`config.mk`:
```
export PLATFORM = sky130hd
export DESIGN_NAME = i2s_tx_flat
export DESIGN_NICKNAME = d
export VERILOG_FILES = /design/src/rtl/i2s_tx_if.sv /design/src/rtl/i2s_tx.sv /design/src/flat_wrapper.sv
export SDC_FILE = /design/constraint.sdc
export NUM_CORES = 1
export LEC_CHECK = 0
export ABC_AREA = 0
export CELL_PAD_IN_SITES_DETAIL_PLACEMENT = 0
export CELL_PAD_IN_SITES_GLOBAL_PLACEMENT = 2
export CORE_MARGIN = 5
export CORE_UTILIZATION = 41
export CTS_CLUSTER_SIZE = 16
export DETAILED_ROUTE_END_ITERATION = 10
export HOLD_SLACK_MARGIN = 0.1
export PLACE_DENSITY = 0.84
export SYNTH_ARGS = -nofsm -noshare
export SYNTH_HDL_FRONTEND = slang
export SYNTH_SLANG_ARGS = --single-unit
```
`constraint.sdc`:
```
create_clock -name audio_clock -period 4.4 [get_ports audio_clock]
set_clock_uncertainty 0.05 [all_clocks]
set_input_delay 0.66 -clock audio_clock [delete_from_list [all_inputs] [get_ports audio_clock]]
set_output_delay 0.66 -clock audio_clock [all_outputs]
set_load 0.05 [all_outputs]
```
`src/rtl/i2s_tx_if.sv`:
```
// Sample-pair handshake between an audio source and the i2s_tx serializer.
interface i2s_tx_if #(
    parameter int SAMPLE_WIDTH = 16
);
    logic signed [SAMPLE_WIDTH-1:0] left_sample;
    logic signed [SAMPLE_WIDTH-1:0] right_sample;
    logic                           sample_valid;
    logic                           sample_ready;

    modport master (
        output left_sample,
        output right_sample,
        output sample_valid,
        input  sample_ready
    );

    modport slave (
        input  left_sample,
        input  right_sample,
        input  sample_valid,
        output sample_ready
    );
endinterface

```
`src/rtl/i2s_tx.sv`:
```
// I2S stereo transmitter: one holding register feeding a 2*SAMPLE_WIDTH frame shifter.
// Define I2S_TX_REPEAT_EN to replay the last loaded pair on underrun instead of silence.
module i2s_tx #(
    parameter int SAMPLE_WIDTH = 16,
    parameter int BCLK_HALF    = 6
) (
    input  logic    audio_clock,
    input  logic    reset_n,
    i2s_tx_if.slave smp,
    output logic    aud_bclk,
    output logic    aud_daclrck,
    output logic    aud_dacdat,
    output logic    underrun
);
    localparam int FRAME_BITS = 2 * SAMPLE_WIDTH;
    localparam int SLOT_W     = $clog2(FRAME_BITS);
    localparam int DIV_W      = 8;

    localparam logic [DIV_W-1:0]  DIV_LAST   = DIV_W'(BCLK_HALF - 1);
    localparam logic [SLOT_W-1:0] SLOT_LAST  = SLOT_W'(FRAME_BITS - 1);
    localparam logic [SLOT_W-1:0] SLOT_RIGHT = SLOT_W'(SAMPLE_WIDTH);

    logic [DIV_W-1:0]      div_q,       div_d;
    logic                  bclk_q,      bclk_d;
    logic [SLOT_W-1:0]     slot_q,      slot_d;
    logic                  lrck_q,      lrck_d;
    logic [FRAME_BITS-1:0] shift_q,     shift_d;
    logic                  underrun_q,  underrun_d;
    logic                  hold_full_q, hold_full_d;
    logic [FRAME_BITS-1:0] hold_q,      hold_d;
`ifdef I2S_TX_REPEAT_EN
    logic [FRAME_BITS-1:0] last_q,      last_d;
`endif

    logic                  div_wrap;
    logic                  bclk_fall;
    logic                  frame_load;
    logic                  accept;
    logic [SLOT_W-1:0]     slot_next;
    logic [FRAME_BITS-1:0] underrun_word;

    assign div_wrap   = (div_q == DIV_LAST);
    assign bclk_fall  = div_wrap && bclk_q;
    assign slot_next  = (slot_q == SLOT_LAST) ? '0 : slot_q + SLOT_W'(1);
    // Loading as slot 0 ends gives the one-bit I2S delay: left MSB lands in slot 1.
    assign frame_load = bclk_fall && (slot_q == '0);
    assign accept     = smp.sample_valid && !hold_full_q;

`ifdef I2S_TX_REPEAT_EN
    assign underrun_word = last_q;
`else
    assign underrun_word = '0;
`endif

    always_comb begin
        div_d       = div_wrap ? '0 : div_q + DIV_W'(1);
        bclk_d      = div_wrap ? ~bclk_q : bclk_q;
        slot_d      = slot_q;
        lrck_d      = lrck_q;
        shift_d     = shift_q;
        underrun_d  = 1'b0;
        hold_full_d = hold_full_q;
        hold_d      = hold_q;
`ifdef I2S_TX_REPEAT_EN
        last_d      = last_q;
`endif

        if (bclk_fall) begin
            slot_d = slot_next;
            lrck_d = (slot_next >= SLOT_RIGHT);
            if (frame_load) begin
                hold_full_d = 1'b0;
                if (hold_full_q) begin
                    shift_d = hold_q;
`ifdef I2S_TX_REPEAT_EN
                    last_d  = hold_q;
`endif
                end else begin
                    shift_d    = underrun_word;
                    underrun_d = 1'b1;
                end
            end else begin
                shift_d = {shift_q[FRAME_BITS-2:0], 1'b0};
            end
        end

        // A pair can only be accepted while empty, so this never races the load above.
        if (accept) begin
            hold_d      = {smp.left_sample, smp.right_sample};
            hold_full_d = 1'b1;
        end
    end

    always_ff @(posedge audio_clock or negedge reset_n) begin
        if (!reset_n) begin
            div_q       <= '0;
            bclk_q      <= 1'b0;
            slot_q      <= '0;
            lrck_q      <= 1'b0;
            shift_q     <= '0;
            underrun_q  <= 1'b0;
            hold_full_q <= 1'b0;
            hold_q      <= '0;
`ifdef I2S_TX_REPEAT_EN
            last_q      <= '0;
`endif
        end else begin
            div_q       <= div_d;
            bclk_q      <= bclk_d;
            slot_q      <= slot_d;
            lrck_q      <= lrck_d;
            shift_q     <= shift_d;
            underrun_q  <= underrun_d;
            hold_full_q <= hold_full_d;
            hold_q      <= hold_d;
`ifdef I2S_TX_REPEAT_EN
            last_q      <= last_d;
`endif
        end
    end

    assign smp.sample_ready = ~hold_full_q;
    assign aud_bclk         = bclk_q;
    assign aud_daclrck      = lrck_q;
    assign aud_dacdat       = shift_q[FRAME_BITS-1];
    assign underrun         = underrun_q;
endmodule

```
`src/flat_wrapper.sv`:
```
// flat-port wrapper written by rule: the top's interface ports become plain ports
module i2s_tx_flat 
#(
    parameter int SAMPLE_WIDTH = 16,
    parameter int BCLK_HALF    = 6
)
  (audio_clock, reset_n, aud_bclk, aud_daclrck, aud_dacdat, underrun, smp_left_sample, smp_right_sample, smp_sample_valid, smp_sample_ready);
  i2s_tx_if #(.SAMPLE_WIDTH(SAMPLE_WIDTH)) smp_i ();
  input  logic audio_clock;
  input  logic reset_n;
  output logic aud_bclk;
  output logic aud_daclrck;
  output logic aud_dacdat;
  output logic underrun;
  input wire logic [$bits(smp_i.left_sample)-1:0] smp_left_sample;
  input wire logic [$bits(smp_i.right_sample)-1:0] smp_right_sample;
  input wire logic [$bits(smp_i.sample_valid)-1:0] smp_sample_valid;
  output wire logic [$bits(smp_i.sample_ready)-1:0] smp_sample_ready;
  assign smp_i.left_sample = smp_left_sample;
  assign smp_i.right_sample = smp_right_sample;
  assign smp_i.sample_valid = smp_sample_valid;
  assign smp_sample_ready = smp_i.sample_ready;
  i2s_tx #(.SAMPLE_WIDTH(SAMPLE_WIDTH), .BCLK_HALF(BCLK_HALF)) u_core (.audio_clock(audio_clock), .reset_n(reset_n), .smp(smp_i), .aud_bclk(aud_bclk), .aud_daclrck(aud_daclrck), .aud_dacdat(aud_dacdat), .underrun(underrun));
endmodule
```
**After elaboration in Yosys (flattened, before gate mapping)**

Index checks and enable logic that the tools add are counted.

- Bitwise operators: 2
- Equal/unequal tests: 2
- Add/sub/neg operators: 2
- Mux-type cells: 10
- Magnitude comparators: 1
- Reductions and logical operators: 8

Operators with widths:

| kind | number |
|---|---|
| $mux W32 | 2 |
| $add A8 B1 Y8 const B | 1 |
| $eq A8 B3 Y1 const B | 1 |
| $mux W8 | 1 |
| $mux W1 | 6 |
| $add A5 B1 Y5 const B | 1 |
| $eq A5 B5 Y1 const B | 1 |
| $ge A5 B5 Y1 const B | 1 |
| $logic_not A5 Y1 | 1 |
| $mux W5 | 1 |
| $reduce_bool A2 Y1 | 2 |
| $logic_and A1 B1 Y1 | 3 |
| $not A1 Y1 | 2 |
| $reduce_and A2 Y1 | 1 |
| $logic_not A1 Y1 | 1 |

- Register bits: 81
- Output and inout bits: 5
- Word-level logic and storage cells: 33

**Depth between registers and ports, before layout**

Gate-level depths: netlist of the first run.

- Word-level depth: 6
- Depth in mapped cells: 7

**Worst setup path after synthesis of the first run**

OpenSTA, ideal clock, no wires.

- Path kind: input-to-reg
- Start point: input port smp_sample_valid
- End point: register u_core.hold_q[10]
- Library setup time: 0.125 ns
- Stages on the path: 4
- Slack: 2.540 ns
- Arrival: 1.686 ns
- Data required time: 4.225 ns
- Path buffers: 2
- Cell sequence: nor2b_1 clkbuf_1 clkbuf_1 mux2_2

- Cells in the longest elaborated chain, start to end: 1

Ends and longest elaborated chain:

| item | RTL line | source |
|---|---|---|
| from (decl) | flat_wrapper.sv:17 | `input wire logic [$bits(smp_i.sample_valid)-1:0] smp_sample_valid;` |
| $logic_and A1 B1 Y1 | i2s_tx.sv:47 | `assign accept = smp.sample_valid && !hold_full_q;` |
| to (signal assigned) | i2s_tx.sv:115 | `hold_q <= hold_d;` |
| to (decl) | i2s_tx.sv:30 | `logic [FRAME_BITS-1:0] hold_q, hold_d;` |

No other way between the ends.
A chain may end at the register's enable or synchronous reset.

**Worst setup path in the final report of the first run**

- Start point: register u_core.div_q[1]
- End point: register u_core.slot_q[2]

- Cells in the longest elaborated chain, start to end: 2

Ends and longest elaborated chain:

| item | RTL line | source |
|---|---|---|
| from (decl) | i2s_tx.sv:23 | `logic [DIV_W-1:0] div_q, div_d;` |
| from (signal assigned) | i2s_tx.sv:108 | `div_q <= div_d;` |
| $eq A8 B3 Y1 | i2s_tx.sv:42 | `assign div_wrap = (div_q == DIV_LAST);` |
| $logic_and A1 B1 Y1 | i2s_tx.sv:43 | `assign bclk_fall = div_wrap && bclk_q;` |
| to (signal assigned) | i2s_tx.sv:110 | `slot_q <= slot_d;` |
| to (decl) | i2s_tx.sv:25 | `logic [SLOT_W-1:0] slot_q, slot_d;` |

No other way between the ends.

==> results of run 1 <==
[synth_stat cells, types with 2 or more instances]
cell type,number
a21o_1,2
and2_1,30
and3_1,3
buf_2,4
clkbuf_1,16
dfrtp_1,80
ha_1,5
inv_1,5
mux2_2,34
mux2i_1,32
nand2_1,2
nand3_1,8
nor2_1,6
nor4b_1,2
o21ai_0,60
o21ai_1,2
o31ai_1,2
xnor2_1,5
xor2_1,2
[cell type report]
class / instances / area, um2
Clock buffer: 14 / 173
Clock inverter: 2 / 12.5
Fill cell: 798 / 4380
Inverter: 5 / 18.8
Multi-Input combinational cell: 207 / 1590
Sequential cell: 80 / 2000
Tap cell: 108 / 135
Timing Repair Buffer: 43 / 418
[registers in the layout (all words and copies together) (netlist names)]
signal and count:
u_core.slot_q 4, u_core.underrun 1, u_core.aud_bclk 1, u_core.hold_q 32, u_core.aud_daclrck 1, u_core.shift_q 32
u_core.div_q 8, u_core.hold_full_q 1
[metrics by stage]
stage / utilization, % / power (mW) / setup WS [ns] / instance area, um2
2_1_floorplan: - / 1.37 / 2.54 / 3680
3_3_place_gp: 47.7 / 1.49 / 1.87 / 4160
3_5_place_dp: 47.7 / 1.51 / 1.86 / 4160
4_1_cts: 49.8 / 2.02 / 1.88 / 4340
5_1_grt: 49.8 / 2.12 / 1.62 / 4340
6_report: 49.8 / 1.99 / 1.95 / 4340
[cell families (layout without fill, tap and decap cells)]
family,Yosys count,after routing
flops,80,80
compound gates,67,67
mux,66,66
simple gates,62,62
buf+inv,26,64
xor+xnor,7,7
fa+ha+maj,5,5
[metal layers]
metal | GRT usage (%) | vias to the layer above | share of wire [%]
met1 | 18.7 | 1191 | 49
met3 | 2.90 | 11 | 2.7
met5 | 0 | - | 0
li1 | - | 1164 | -
met4 | 5.21 | 0 | 1.6
met2 | 21.4 | 32 | 47
[worst register-to-register path, delay by kind of cell, from the launching register on]
| kind | cells | cell delay (ns) |
|---|---|---|
| compound gates | 1 | 0.46 |
| simple gates | 2 | 1.17 |
| flops | 1 | 0.42 |
| fa+ha+maj | 1 | 0.17 |
| buf+inv | 1 | 0.07 |
[power by group through the flow]
stage	clock network, mW	logic (mW)	registers [mW]
final	0.509	0.428	1.05
after global routing	0.559	0.481	1.08
after CTS	0.530	0.438	1.06
after detailed placement	0	0.437	1.07
after global placement	0	0.426	1.06
after floorplan	0	0.330	1.04
[worst min path at each step]
stage | depth (start not counted) | startpoint | endpoint
CTS | 1 | u_core.hold_q[16] | u_core.hold_q[16]
global route | 1 | u_core.hold_q[13] | u_core.hold_q[13]
floorplan | 0 | reset_n | u_core.aud_bclk
global placement | 1 | u_core.hold_q[2] | u_core.hold_q[2]
finish | 1 | reset_n | u_core.slot_q[2]
detailed placement | 1 | u_core.hold_q[16] | u_core.hold_q[16]
==> metrics.md, run 1 <==
| Metric | Value |
|---|---|
| Layout cells sized above 1 | roughly 16% |
| Switch share | 26.2% |
| # clock sinks | 80 |
| Avg Cell Area, Syn | between 10 and 15 um2 |
| Post-CTS Resized | 0 |
| H-tree levels | 3 |
| Commonest non-fill, non-tap cell in the layout | dfrtp_1 |
| Critical Path, Cell by Cell | inv_1 > ha_1 > nor4bb_1 > nand2_1 > o31ai_1 |
| End of the critical path | u_core.slot_q[2] |
| Post-Synth XOR/XNOR Area | under 10% |
| Via count | 2398 |
| Die H | 105 um |
| Slew headroom | 31.3% |
| I/O Buffers | 39 |
| Crit. End Element | register |
| Vias per Instance | 5.22 |
| CP delay by family, top | simple AND/OR/NAND/NOR gates |
| Cell Area, Synth | 0.00368 mm2 |
| CP Data Arrival Time | 2.63 ns |
| Root Buffer Master | clkbuf_8 |
| Crit path buf inv count | 1 |
| Crit. path cell count | 5 |
| Synth cell types | 32 |
| Hold Fails Final Rpt | 0 |
| Routability Congestion | 0.797 |
| Pre-antenna DRT Iters | 4 |
| Slowest CP cell | nand2_1 |
| Final Critical Period | between 2 and 2.5 ns |
| Dominant cell type by area after synthesis | dfrtp_1 |
| Post-synthesis mux area share | 19.1% |
| Flop pwr share | about 53% |
| GR Util All Layers | ~14% |
| Syn Inst Count | roughly 310 |
| Flop-to-flop setup slack | between 1.5 and 2 ns |
| Largest stage delay, worst path | 0.72 ns |
| Outcome | completed |
| Critical path class | reg -> reg |
| Launching element type of the critical path | register |
| Antenna violations before repair | 0 |
| Final setup viols | 0 |
| Largest family of logic cells by synthesized area | multiplexers |
| Die area | roughly 0.011 mm2 |
| Worst reg2reg path depth | 5 |
| CTS tree | built |
| Setup_tns | 0 ns |
| HPWL after DPL | around 4400 um |
| Hold buffers post-CTS | 0 |
| Fraction of registers with async set/reset | 100% |
| PwrDens | 458 mW/mm2 |
| Syn Nets | roughly 350 |
| Synth top area share | between 50 and 60% |
| Fin Hold WS | ~0.43 ns |
| Min-Delay Path Class | in -> async |
| Register area share after synthesis | between 50% and 60% |
| Tcrit/Tclk final | approximately 56% |
| Synth Area in Compound Gates | a little under a tenth |
| Total wire length | just over 7000 um |
| First DRT Iteration DRCs | ~110 |
| Maxcap violations | 0 |
| Slew Limit Fails | 0 |
| Synthesized-area fraction occupied by and/or/nand/nor cells | between 10% and 20% |
| Final ANT Viol Nets | 0 |
| Layout Cells excl Fill | between 400 and 500 |
| Clock network fraction of total power | around 26% |
| Initial Util | a little over two fifths |
| Worst vdd ir | between 0.2 and 0.25 mV |
| Setup repair bufs after CTS | 0 |
| Io pins | 40 |
| Area Growth Syn to Fin | 17.9% |
| Largest net degree at the start of global routing | slightly above 80 |
| Synth Register Bits | 80 |
| P_sw | 0.521 mW |
| DP Cell Count | about 440 |
| Gate power share | between 20% and 30% |
| Number of synthesized flops with an enable pin | 0 |
| Worst-margin pin slew | between 1 and 1.5 ns |
| Crit path launch | u_core.div_q[1] |
| Adder-cell share of the synthesized area | approximately 1.7% |
| Int Power | between 1 and 1.5 mW |
| Clk buf depth | 2 |
| Reg-to-Reg End | u_core.slot_q[2] |
| WL/cell | roughly 16 um |
| Synth top area cells | dfrtp_1 54%, mux2_2 10%, mux2i_1 8.7% |
| Leak | between 1.5 and 2 nW |
| Final #Nets | around 390 |
| Worst EP required | approximately 4.6 ns |
| CTS Buf Count | 9 |
| Drt drc | 0 |
| Ys flop type | dfrtp_1 |
| Most frequent cells in the layout | 80 x dfrtp_1, 60 x o21ai_0, 38 x clkdlybuf4s50_1, 34 x mux2_2, 32 x mux2i_1 |
| N_diodes | 0 |
| Global route overflow | 0 |
| CP Max Fanout | 33 |
| Row count | 34 |
| Worst skew pair latency | approximately 0.34 ns |
| Clock Pin Slew Worst Setup and Hold Paths | ~0.08 ns |
| Core area | 0.00872 mm2 |
| Setup repair after global routing missed its margin | false |
| Max Freq | approximately 400 MHz |
| First-pass GRT wire length | 12200 um |
| YS warnings | 0 |
| Chip Width | approximately 100 um |
| Vias in the first global route | 2492 |
| Reg2reg start | u_core.div_q[1] |
No activity file was read; power rests on OpenSTA's default activity.
==> run 2: changes to the inputs <==
--- a/config.mk
+++ b/config.mk
@@ -9,11 +9,11 @@
 export CELL_PAD_IN_SITES_DETAIL_PLACEMENT = 0
 export CELL_PAD_IN_SITES_GLOBAL_PLACEMENT = 2
 export CORE_MARGIN = 5
-export CORE_UTILIZATION = 41
+export CORE_UTILIZATION = 38
 export CTS_CLUSTER_SIZE = 16
 export DETAILED_ROUTE_END_ITERATION = 10
 export HOLD_SLACK_MARGIN = 0.1
-export PLACE_DENSITY = 0.84
+export PLACE_DENSITY = 0.78
 export SYNTH_ARGS = -nofsm -noshare
 export SYNTH_HDL_FRONTEND = slang
 export SYNTH_SLANG_ARGS = --single-unit
==> constraint.sdc (replaced) <==
create_clock -name audio_clock -period 2.3 [get_ports audio_clock]
set_clock_uncertainty 0.05 [all_clocks]
set_input_delay 0.345 -clock audio_clock [delete_from_list [all_inputs] [get_ports audio_clock]]
set_output_delay 0.345 -clock audio_clock [all_outputs]
set_load 0.05 [all_outputs]
==> run 2 against run 1 <==
Effect of this change:
- clock-buffer cell count down 4
- final area grew 3.0%
- final cell count up 7.2%
- total power up 93%
- die area increased by 7.1%
- critical path depth fell by 4
- non-clock buffer count up 8
- worst hold slack better by 0.020 ns
- worst setup slack got worse by 1.6 ns
- wire length up 1.7%
- core utilization is 3.2 points lower
- highest routed layer unchanged
==> metrics.md, run 2 (synthesis results as in run 1) <==
| Metric | Value |
|---|---|
| Worst vdd ir | roughly 0.34 mV |
| Die H | 108 um |
| Leak | 1.77 nW |
| Largest stage delay, worst path | around 0.83 ns |
| Setup WS post-layout | about 0.31 ns |
| Met2 Use GR | between 20% and 30% |
| Core area | 0.00959 mm2 |
| Critical Path, Cell by Cell | clkdlybuf4s50_1 |
| Hold Fails Final Rpt | 0 |
| Dpl cell area | roughly 0.0043 mm2 |
| HPWL after DPL | 4770 um |
| GR Util All Layers | 13.6% |
| CP Data Arrival Time | 1.59 ns |
| Final setup viols | 0 |
| Initial Util | 38.4% |
| Reg-to-Reg End | u_core.shift_q[1] |
| Critical path class | reg -> out |
| Hold buffers post-CTS | 1 |
| Maxcap violations | 0 |
| Final #Nets | ~390 |
| Setup_tns | 0 ns |
| DP Cell Count | 475 |
| Largest regs | u_core.hold_q x32, u_core.shift_q x32, u_core.div_q x8 |
| Drt drc | 0 |
| First DRT Iteration DRCs | about 100 |
| Crit path buf inv count | 1 |
| Max Freq | a little over 500 MHz |
| N_diodes | 0 |
| I/O Buffers | 39 |
| Routability Congestion | approximately 0.7 |
| Via count | 2453 |
| Chip Width | ~110 um |
| CP Max Fanout | 4 |
| Global route overflow | 0 |
| End of the critical path | aud_daclrck |
| Flop-to-flop setup slack | slightly above 0.4 ns |
| Outcome | completed |
| Io pins | 40 |
| Die area | 0.0118 mm2 |
| PwrDens | between 800 and 900 mW/mm2 |
| Layout Cells excl Fill | slightly below 500 |
| Slew headroom | ~59% |
| CTS tree | built |
| Slew Limit Fails | 0 |
| Vias per Instance | 4.99 |
| Largest net degree at the start of global routing | 38 |
| Worst-margin pin slew | 0.610 ns |
| Pre-antenna DRT Iters | 4 |
| Setup repair bufs after CTS | 0 |
| # clock sinks | 80 |
| Worst skew pair latency | between 0.3 and 0.4 ns |
| Antenna violations before repair | 0 |
| Worst reg2reg path depth | 3 |
| GR Util met3 | 2.39% |
| First-pass GRT wire length | roughly 13000 um |
| Crit. End Element | output port |
| Post-place setup slack | 0.420 ns |
| Slowest CP cell | clkdlybuf4s50_1 |
| Row count | 36 |
| Reg2reg start | u_core.div_q[5] |
| H-tree levels | 3 |
| Post-CTS Resized | 0 |
| CTS Buf Count | 9 |
| Met1 Use GR | 18.4% |
| Crit path launch | u_core.aud_daclrck |
| Vias in the first global route | roughly 2500 |
| Total wire length | 7310 um |
| Launching element type of the critical path | register |
| Grt peak-use layer | met2 |
| Worst EP required | approximately 1.9 ns |
| Clk buf depth | 2 |
| Most frequent cells in the layout | 80 x dfrtp_1, 60 x o21ai_0, 37 x clkdlybuf4s50_1, 34 x mux2_2, 32 x mux2i_1 |
| Final ANT Viol Nets | 0 |
| Setup repair after global routing missed its margin | false |
| Area Growth Syn to Fin | 21.5% |
| Crit. path cell count | 1 |
| Commonest non-fill, non-tap cell in the layout | dfrtp_1 |
| Final Critical Period | 1.99 ns |
| CP delay by family, top | buffers and inverters |
| Layout cells sized above 1 | ~18% |
| Cell area after layout | ~0.0045 mm2 |
| WL/cell | between 10 and 15 um |
| Tcrit/Tclk final | just under 90% |
| Clock Pin Slew Worst Setup and Hold Paths | about 0.080 ns |
| Root Buffer Master | clkbuf_8 |
| Min-Delay Path Class | reg -> reg |
-- run 2: cell type report --
class,instances,area [um2]
clock buffers,10,128
clock inverters,6,60.1
fillers,911,5120
inverters,5,18.8
multi-input cells,207,1590
flip-flops and latches,80,2000
well taps,133,166
repair buffers,51,515
-- run 2: metal layers --
| metal | wire (um) | part of all wire (%) |
|---|---|---|
| met1 | 3430 | 47 |
| met2 | 3570 | 49 |
| met3 | 185 | 2.5 |
| met4 | 121 | 1.7 |
| met5 | 0 | 0 |
-- run 2: how the worst min path moves through the flow --
| stage | startpoint | to | slack, ns | cells after the start |
|---|---|---|---|---|
| finish | u_core.hold_q[14] | u_core.hold_q[14] | 0.45 | 1 |
| CTS | reset_n | u_core.hold_q[26] | 0.46 | 2 |
| detailed placement | reset_n | u_core.hold_q[26] | 0.30 | 1 |
| floorplan | reset_n | u_core.aud_bclk | -0.0006 | 0 |
| global placement | reset_n | u_core.hold_q[24] | 0.31 | 1 |
| global route | u_core.hold_q[22] | u_core.hold_q[22] | 0.48 | 1 |
-- run 2: report_power, final --
group / leakage [nW] / internal (mW) / switching, mW
combinational: 0.697 / 0.523 / 0.307
clock: 0.0920 / 0.496 / 0.499
sequential: 0.980 / 1.82 / 0.206
total: 1.77 / 2.84 / 1.01
-- run 2: through the flow --
stage | utilization (%) | hold WS [ns] | power (mW)
after floorplan | - | -0.000591 | 2.62
after global placement | 44.6 | 0.306 | 2.88
after detailed placement | 44.6 | 0.298 | 2.91
after CTS | 46.6 | 0.459 | 3.92
after global routing | 46.6 | 0.475 | 4.14
final | 46.6 | 0.454 | 3.85
